$ cat src/rtl/riscv_fetch_unit.sv
// ---------------------------------------------------------------------------
// riscv_fetch_unit
//
// Instruction fetch front end: issues sequential word fetches to instruction
// memory, buffers in-order responses in a small FIFO together with their PC,
// and presents the FIFO head to decode. A redirect flushes the FIFO, restarts
// fetch at the target and discards every response still in flight.
//
// Parameters
//   P_DEPTH     FIFO entries (power of two, >= 2)
//   P_RESET_PC  first fetch address after reset
//
// Ports
//   i_clk, i_rstn                  clock, asynchronous active-low reset
//   i_redirect, i_redirect_pc      one-cycle redirect pulse and its target
//   o_imem_req, o_imem_addr        fetch request / address
//   i_imem_ready                   memory accepts the request this cycle
//   i_imem_rvalid, i_imem_rdata    in-order response, >= 1 cycle after accept
//   o_valid_d, o_instr_d, o_pc_d,
//   o_pc_plus_4_d, i_ready_d       FIFO head toward decode (pop on valid&ready)
//   o_misalign                     sticky misaligned-redirect flag
//
// Optional feature
//   FETCH_MISALIGN_CHK_EN  when defined, a redirect target with non-zero
//   low bits sets o_misalign and stalls fetch until an aligned redirect;
//   when undefined the low target bits are forced to zero and o_misalign=0.
// ---------------------------------------------------------------------------
`ifndef XLEN
`define XLEN 32
`endif

module riscv_fetch_unit #(
    parameter int              P_DEPTH    = 4,
    parameter logic [`XLEN-1:0] P_RESET_PC = '0
) (
    input  logic              i_clk,
    input  logic              i_rstn,
    input  logic              i_redirect,
    input  logic [`XLEN-1:0]  i_redirect_pc,
    output logic              o_imem_req,
    output logic [`XLEN-1:0]  o_imem_addr,
    input  logic              i_imem_ready,
    input  logic              i_imem_rvalid,
    input  logic [`XLEN-1:0]  i_imem_rdata,
    output logic              o_valid_d,
    output logic [`XLEN-1:0]  o_instr_d,
    output logic [`XLEN-1:0]  o_pc_d,
    output logic [`XLEN-1:0]  o_pc_plus_4_d,
    input  logic              i_ready_d,
    output logic              o_misalign
);

    localparam int XLEN = `XLEN;
    localparam int AW   = $clog2(P_DEPTH);
    localparam int CW   = AW + 1;

    logic [XLEN-1:0] pc_q;
    logic [XLEN-1:0] resp_pc_q;
    logic [CW-1:0]   outstanding;
    logic [CW-1:0]   outstanding_nxt;
    logic [CW-1:0]   drop_cnt;
    logic [CW-1:0]   count;
    logic [AW-1:0]   wr_ptr;
    logic [AW-1:0]   rd_ptr;
    logic [CW:0]     inflight;

    logic [XLEN-1:0] fifo_instr [P_DEPTH];
    logic [XLEN-1:0] fifo_pc    [P_DEPTH];

    logic [XLEN-1:0] target;
    logic            misalign_q;
    logic            accept;
    logic            push;
    logic            pop;
    logic            dropping;

    // Redirect target and misalignment tracking
`ifdef FETCH_MISALIGN_CHK_EN
    assign target = i_redirect_pc;

    always_ff @(posedge i_clk or negedge i_rstn) begin
        if (!i_rstn) begin
            misalign_q <= 1'b0;
        end else if (i_redirect) begin
            misalign_q <= |i_redirect_pc[1:0];
        end
    end
`else
    assign target     = i_redirect_pc & ~XLEN'(3);
    assign misalign_q = 1'b0;
`endif

    assign o_misalign = misalign_q;

    // Entries already buffered plus those still in flight bound the FIFO
    // occupancy, so gating requests on their sum rules out overflow.
    assign inflight   = {1'b0, count} + {1'b0, outstanding};
    assign o_imem_req = i_rstn & ~i_redirect & ~misalign_q &
                        (inflight < (CW+1)'(P_DEPTH));
    assign o_imem_addr = pc_q;
    assign accept      = o_imem_req & i_imem_ready;

    // Responses are discarded on a redirect cycle and while stale ones remain.
    assign dropping = (drop_cnt != '0);
    assign push     = i_imem_rvalid & ~i_redirect & ~dropping;

    assign o_valid_d     = (count != '0) & ~i_redirect;
    assign pop           = o_valid_d & i_ready_d;
    assign o_instr_d     = fifo_instr[rd_ptr];
    assign o_pc_d        = fifo_pc[rd_ptr];
    assign o_pc_plus_4_d = o_pc_d + XLEN'(4);

    always_comb begin
        outstanding_nxt = outstanding;
        case ({accept, i_imem_rvalid})
            2'b10:   outstanding_nxt = outstanding + CW'(1);
            2'b01:   outstanding_nxt = outstanding - CW'(1);
            default: outstanding_nxt = outstanding;
        endcase
    end

    always_ff @(posedge i_clk or negedge i_rstn) begin
        if (!i_rstn) begin
            pc_q        <= P_RESET_PC;
            resp_pc_q   <= P_RESET_PC;
            outstanding <= '0;
            drop_cnt    <= '0;
            count       <= '0;
            wr_ptr      <= '0;
            rd_ptr      <= '0;
        end else begin
            outstanding <= outstanding_nxt;
            if (i_redirect) begin
                pc_q      <= target;
                resp_pc_q <= target;
                // A response arriving in the redirect cycle is itself dropped
                // here, so it is not counted again.
                drop_cnt  <= outstanding - CW'(i_imem_rvalid);
                count     <= '0;
                wr_ptr    <= '0;
                rd_ptr    <= '0;
            end else begin
                if (accept) begin
                    pc_q <= pc_q + XLEN'(4);
                end
                if (i_imem_rvalid && dropping) begin
                    drop_cnt <= drop_cnt - CW'(1);
                end
                if (push) begin
                    resp_pc_q <= resp_pc_q + XLEN'(4);
                    wr_ptr    <= wr_ptr + AW'(1);
                end
                if (pop) begin
                    rd_ptr <= rd_ptr + AW'(1);
                end
                case ({push, pop})
                    2'b10:   count <= count + CW'(1);
                    2'b01:   count <= count - CW'(1);
                    default: count <= count;
                endcase
            end
        end
    end

    // FIFO storage needs no reset: occupancy is tracked by count.
    always_ff @(posedge i_clk) begin
        if (push) begin
            fifo_instr[wr_ptr] <= i_imem_rdata;
            fifo_pc[wr_ptr]    <= resp_pc_q;
        end
    end

endmodule

$ cat config.mk
export PLATFORM = sky130hd
export DESIGN_NAME = riscv_fetch_unit
export DESIGN_NICKNAME = d
export VERILOG_FILES = /design/src/rtl/riscv_fetch_unit.sv
export SDC_FILE = /design/constraint.sdc
export NUM_CORES = 1
export LEC_CHECK = 0
export BUFFER_PORTS_ARGS = -buffer_cell sky130_fd_sc_hd__buf_2
export CAP_MARGIN = 30
export CELL_PAD_IN_SITES_DETAIL_PLACEMENT = 1
export CELL_PAD_IN_SITES_GLOBAL_PLACEMENT = 1
export CORE_ASPECT_RATIO = 0.75
export CORE_MARGIN = 1.5
export CORE_UTILIZATION = 48
export DETAILED_ROUTE_END_ITERATION = 16
export PLACE_DENSITY = 0.87
export SYNTH_ARGS = -nofsm -noshare
export SYNTH_HDL_FRONTEND = slang
export SYNTH_SLANG_ARGS = --single-unit
export TNS_END_PERCENT = 1
$ cat constraint.sdc
create_clock -name i_clk -period 4.6 [get_ports i_clk]
set_clock_uncertainty 0.1 [all_clocks]
set_input_delay 0.46 -clock i_clk [delete_from_list [all_inputs] [get_ports i_clk]]
set_output_delay 0.46 -clock i_clk [all_outputs]
set_load 0.02 [all_outputs]
==> results_dict.tcl, run 1 <==
set metrics [dict create \
    p_switching_w 0.00261 \
    fillers 2725 \
    antenna_left 0 \
    grt_use_total_pct 23.0 \
    synth_edf_count 248 \
    final_max_slew_viol_count 0 \
    p_comb_share_pct 24.9 \
    grt_pass1_vias 9125 \
    gr-total-overflow 0 \
    drive_gt1_share_pct 31.6 \
    drt_pass1_iterations 4 \
    drc 0 \
    ys.warnings.count 0 \
    syn_inst 888 \
    clk_pin_slew_ps 60 \
    first_iter_violations 601 \
    powerDensity_nw_per_um2 509 \
    dpl_worst_slack_ps 1070 \
    avgSynthCellArea_um2 15.8 \
    fp.dieW_um 200 \
    grt_setup_unrepaired "no" \
    cpPeakStageDelay_ps 840 \
    hold_viol_final 0 \
    final_cells 1501 \
    design.die.area_um2 30200 \
    io_pins 201 \
    pwr-share-seq_pct 42.4 \
    cts_tree "done" \
    cp-start-kind "flop" \
    crit_chain "mux4_2 -> ha_1 -> nand2_1 -> o22ai_1 -> nand4_1 -> buf_4 -> nor4_1 -> xor2_1 -> buf_2" \
    holdWs_ps 74.3 \
    worstMarginPinSlew_ps 1050 \
    intPower_w 0.00582 \
    setup_slack_ps 617 \
    max-cap-violations 0 \
    layout-area-overhead-vs-synth_pct 18.3 \
    critical_path_arrival_ps 3420 \
    gp_congestion 0.845 \
    yosysSeqAreaShare_pct 66.3 \
    tns_ps 0 \
    cp.required_ps 4040 \
    dp.cells 1435 \
    hp-class "input port to flop" \
    vdd_drop_max_uv 369 \
    clock_latency_ps 510 \
    initial_core_util_pct 49.4 \
    run_status "finished, final reports clean" \
    synth_ff_type "edfxtp_1" \
    p_leak_nw 6.02 \
    clock-sinks 321 \
    clkPwrFrac_pct 32.8 \
    final_util_pct 58.4 \
    max_freq_mhz 251 \
    cts_inserted_buffers 34 \
    path_buf_inv 2 \
    core_um2 28300 \
    vias_per_cell 5.73 \
    routed_wirelength_mm 34.2 \
    grt_max_degree 63 \
    slew-limit-headroom_pct 29.8 \
    critPathCaptureType "output port" \
    clockRootBuffer "clkbuf_16" \
    ys_ff_latch 321 \
    rows 53 \
    setup_viol_count_final 0 \
    n_antenna_cell 0 \
    post_cts_resized 0 \
    cpMaxStageDelayCell "dfrtp_2" \
    dp_hpwl_mm 22.9 \
    final_nets 1177 \
    vias 8598 \
    critPathKind "flop to output port" \
    clockBufferDepth 3 \
    cp_top_family "flip-flops" \
    grt_antenna_before_repair 2 \
    netlist_area_um2 14000 \
    grt_pass1_wl_mm 53.4 \
    swShare_pct 30.9 \
    die_y_um 151 \
    period_minus_slack_ps 3980 \
    wl_per_cell_um 22.8 \
    ys_async_sr_fraction_pct 22.7 \
    crit_fanout 26 \
    io_buffers 191 \
    period_share_pct 86.6 \
    synth_cell_type_count 59 \
    cts.htree.levels 2 \
]
-- power groups by stage --
| stage | Clock (W) | Combinational [W] | Sequential (W) |
|---|---|---|---|
| 2_1_floorplan | 0 | 0.00149 | 0.00355 |
| 3_3_place_gp | 0 | 0.00205 | 0.00362 |
| 3_5_place_dp | 0 | 0.00211 | 0.00364 |
| 4_1_cts | 0.00282 | 0.00212 | 0.00358 |
| 5_1_grt | 0.00292 | 0.00226 | 0.00361 |
| 6_report | 0.00276 | 0.00209 | 0.00357 |
-- layout by cell type, fill, tap and decap left out, types with 6 or more instances in the layout --
master and instances:
buf_4 13, ha_1 14, nor2_1 26, nor4_1 18, and3_1 13, clkinv_2 8, dfrtp_1 71, nand4_1 17
nand3_1 27, inv_1 28, o211ai_1 7, mux4_1 6, xnor2_1 38, xor2_1 37, nor3_1 15, edfxtp_1 248
clkbuf_1 6, clkbuf_16 35, and2_1 9, conb_1 7, buf_2 191, a21oi_1 8, o311ai_0 9, o21ai_0 35
nand2_1 66, and4_1 6, mux2_2 18, mux4_2 56
-- layer usage --
layer	routed length [µm]	GRT usage, %	vias to the layer above
met1	14600	30.8	4446
met3	1850	4.09	45
li1	-	-	3840
met5	13	0	-
met2	17100	39.5	265
met4	566	5.72	2
-- registers in the layout (all words and copies together) (netlist names) --
signal	count
drop_cnt	3
wr_ptr	2
count	3
o_imem_addr	30
fifo_instr	128
rd_ptr	2
fifo_pc	120
resp_pc_q	30
outstanding	3
-- cell type report --
cell class | instances | area, µm² | area share, %
multi-input combinational | 496 | 4390 | 26.5
clock inverter | 18 | 199 | 1.20
timing repair buffer | 209 | 1170 | 7.05
sequential | 321 | 9280 | 56.1
tap | 385 | 482 | 2.91
clock buffer | 43 | 926 | 5.60
inverter | 29 | 109 | 0.658
-- per-stage QoR --
step / power [W] / area, µm²
detailed placement: 0.00574 / 15300
floorplan: 0.00505 / 14000
global placement: 0.00567 / 15300
global route: 0.00879 / 16500
finish: 0.00843 / 16500
CTS: 0.00852 / 16400
-- cells in the mapped netlist, types with 2 or more instances --
cell type  instances  area share, %
a21oi_1            8           0.29
a31oi_1            5           0.22
a41oi_1            3           0.19
and2_1             9           0.40
and3_1            17           0.76
and4_1             6           0.38
buf_1              3          0.080
buf_2             11           0.39
buf_4              8           0.43
buf_6              5           0.40
clkbuf_1          21           0.56
dfrtp_1           73             13
edfxtp_1         248             53
fa_1               2           0.29
ha_1              14            1.3
inv_1             28           0.75
mux2_2            18            1.4
mux2i_1            5           0.36
mux4_1             6            1.1
mux4_2            56            9.0
nand2_1           66            1.8
nand2b_1           3           0.13
nand3_1           27           0.97
nand3_2            2           0.14
nand4_1           17           0.76
nand4_2            2           0.18
nor2_1            26           0.70
nor3_1            15           0.54
nor3b_1            3           0.16
nor4_1            18           0.80
nor4_2             3           0.27
nor4_4             2           0.30
nor4b_1            2           0.13
o211ai_1           7           0.38
o21ai_0           35            1.3
o311a_1            2           0.14
o311ai_0           9           0.56
or3_1              5           0.22
or4_1              5           0.27
xnor2_1           38            2.4
xor2_1            37            2.3
-- cell families (layout without fill, tap and decap cells) --
kind of cell / count (synthesis) / in the layout / synth area share [%]
adder cells (fa/ha/maj): 16 / 16 / 1.54
AND/OR/NAND/NOR: 235 / 235 / 9.30
AO/OA/AOI/OAI: 78 / 78 / 3.57
XOR/XNOR: 75 / 75 / 4.69
flip-flops: 321 / 321 / 66.3
multiplexers: 85 / 85 / 11.9
other: 1 / 7 / 0.0268
buffers and inverters: 77 / 299 / 2.65
-- final timing paths --
path / slack [ps] / start / cells after the start / to
setup reg to reg: 1490 / outstanding[2]$_DFFE_PN0P_ / 6 / o_imem_addr[31]$_DFFE_PN0P_
min in group asynchronous: 490 / i_rstn / 3 / o_imem_addr[14]$_DFFE_PN0P_
setup / recovery: 620 / rd_ptr[1]$_DFFE_PN0P_ / 9 / o_pc_plus_4_d[16]
hold reg to reg: 400 / outstanding[0]$_DFFE_PN0P_ / 1 / outstanding[0]$_DFFE_PN0P_
max in group asynchronous: 2810 / i_rstn / 4 / rd_ptr[0]$_DFFE_PN0P_
hold / removal: 70 / i_imem_rdata[15] / 1 / fifo_instr[3][15]$_DFFE_PP_
-- timing repair --
item                                   4_1_cts  5_1_grt
hold buffers                                 1        0
endpoints found under the hold margin       21        0
setup buffers                                0        0
Note: power is estimated with default switching activity, not from simulation.
==> run 2: changes to the inputs <==
--- a/config.mk
+++ b/config.mk
@@ -13,6 +13,7 @@
 export CORE_MARGIN = 1.5
 export CORE_UTILIZATION = 48
 export DETAILED_ROUTE_END_ITERATION = 16
+export MAX_ROUTING_LAYER = met4
 export PLACE_DENSITY = 0.87
 export SYNTH_ARGS = -nofsm -noshare
 export SYNTH_HDL_FRONTEND = slang
==> results_dict.tcl, run 2 (same netlist as run 1, synthesis figures left out) <==
set metrics [dict create \
    clockRootBuffer "clkbuf_16" \
    top_regs "fifo_instr: 128 flops, fifo_pc: 120 flops" \
    tns_ps 0 \
    final_cell_mix "edfxtp_1 (248), buf_2 (191), dfrtp_1 (71)" \
    wl_per_cell_um 22.8 \
    worstMarginPinSlew_ps 1030 \
    post_cts_buffers 0 \
    hp-class "input port to flop" \
    grt_use_total_pct 23.7 \
    drc 0 \
    gr-total-overflow 0 \
    cp.required_ps 4040 \
    die_y_um 151 \
    swShare_pct 30.9 \
    routed_wirelength_mm 34.2 \
    pwr-share-seq_pct 42.4 \
    design.die.area_um2 30200 \
    p_switching_w 0.00261 \
    vias 8587 \
    clkPwrFrac_pct 32.8 \
    core_um2 28300 \
    intPower_w 0.00582 \
    max-cap-violations 0 \
    clk_pin_slew_ps 60 \
    layout-area-overhead-vs-synth_pct 18.3 \
    cpPeakStageDelay_ps 840 \
    grt_antenna_before_repair 2 \
    cts_inserted_buffers 34 \
    cp-start-kind "flop" \
    rows 53 \
    crit_fanout 26 \
    grt_max_degree 63 \
    slew-limit-headroom_pct 30.8 \
    antenna_left 0 \
    critPathCaptureType "output port" \
    critPathKind "flop to output port" \
    post_cts_resized 0 \
    io_buffers 191 \
    hold_buffers 1 \
    period_share_pct 87.0 \
    gp_congestion 0.858 \
    vdd_drop_max_uv 370 \
    powerDensity_nw_per_um2 509 \
    dp.cells 1435 \
    setup_viol_count_final 0 \
    clockBufferDepth 3 \
    layout_commonest_cell "edfxtp_1" \
    cpMaxStageDelayCell "dfrtp_2" \
    vias_per_cell 5.72 \
    hold_viol_final 0 \
    largest_reg_flops 128 \
    max_freq_mhz 250 \
    grt_pass1_wl_mm 53.3 \
    p_leak_nw 6.02 \
    run_status "finished, final reports clean" \
    grt_pass1_vias 9135 \
    regMostFlops "fifo_instr" \
    final_cells 1502 \
    cts_tree "done" \
    initial_core_util_pct 49.4 \
    p_comb_share_pct 24.9 \
    fillers 2725 \
    critical_path_arrival_ps 3440 \
    clock_latency_ps 510 \
    dp_hpwl_mm 22.9 \
    period_minus_slack_ps 4000 \
    io_pins 201 \
    drt_pass1_iterations 5 \
    clock-sinks 321 \
    cts.htree.levels 2 \
    final_max_slew_viol_count 0 \
    final_nets 1177 \
    first_iter_violations 644 \
    drive_gt1_share_pct 31.6 \
    crit_chain "mux4_2 -> ha_1 -> nand2_1 -> o22ai_1 -> nand4_1 -> buf_4 -> nor4_1 -> xor2_1 -> buf_2" \
    grt_setup_unrepaired "no" \
    fp.dieW_um 200 \
]
==> run 2: power by group through the flow <==
stage / clock, W / sequential, W / combinational [W]
detailed placement: 0 / 0.00364 / 0.00211
global placement: 0 / 0.00362 / 0.00205
finish: 0.00276 / 0.00357 / 0.00209
floorplan: 0 / 0.00355 / 0.00149
global route: 0.00292 / 0.00361 / 0.00226
CTS: 0.00282 / 0.00358 / 0.00212
==> run 2: per-layer routing <==
metal  global-route usage (%)  share of wire (%)
met3                     4.11                5.1
met4                     5.72                1.7
met1                     30.9                 43
met2                     39.4                 50
met5                        -                  0
==> run 2: worst paths after layout <==
path,to,slack [ps],from,cells after the start
worst max register to register,o_imem_addr[31]$_DFFE_PN0P_,1480,outstanding[2]$_DFFE_PN0P_,6
worst max-delay path,o_pc_plus_4_d[16],600,rd_ptr[1]$_DFFE_PN0P_,9
min in group asynchronous,o_imem_addr[14]$_DFFE_PN0P_,490,i_rstn,3
worst min-delay path,fifo_instr[0][8]$_DFFE_PP_,70,i_imem_rdata[8],1
max in group asynchronous,rd_ptr[0]$_DFFE_PN0P_,2810,i_rstn,4
worst min register to register,outstanding[0]$_DFFE_PN0P_,400,outstanding[0]$_DFFE_PN0P_,1
==> run 2: layout make-up <==
class                   count  area (µm²)  share of cell area [%]
flip-flops and latches    321        9280                    56.1
multi-input cells         496        4390                    26.5
repair buffers            209        1170                    7.05
clock buffers              43         926                    5.59
well taps                 385         482                    2.91
clock inverters            18         199                    1.20
inverters                  29         109                   0.658
diodes                      1        2.50                  0.0151
==> run 2: stage by stage <==
step / setup slack [ps] / hold slack, ps / instance area (µm²) / total power (W) / utilization (%)
final: 599 / 74.3 / 16500 / 0.00843 / 58.4
after CTS: 529 / 50.7 / 16400 / 0.00852 / 58.1
after global routing: 401 / 54.4 / 16500 / 0.00879 / 58.4
after global placement: 1120 / 389 / 15300 / 0.00567 / 54.1
after floorplan: 1320 / 64.4 / 14000 / 0.00505 / -
after detailed placement: 1070 / 391 / 15300 / 0.00574 / 54.1
==> run 2: critical path: cells and delay by family, from the launching register on <==
kind,cells,cell delay (ps)
DFF,1,840
muxes,1,470
and+or+nand+nor,3,460
buffers and inverters,2,420
AOI/OAI and AO/OA,1,290
adders and majority gates,1,240
xor gates and xnor gates,1,220
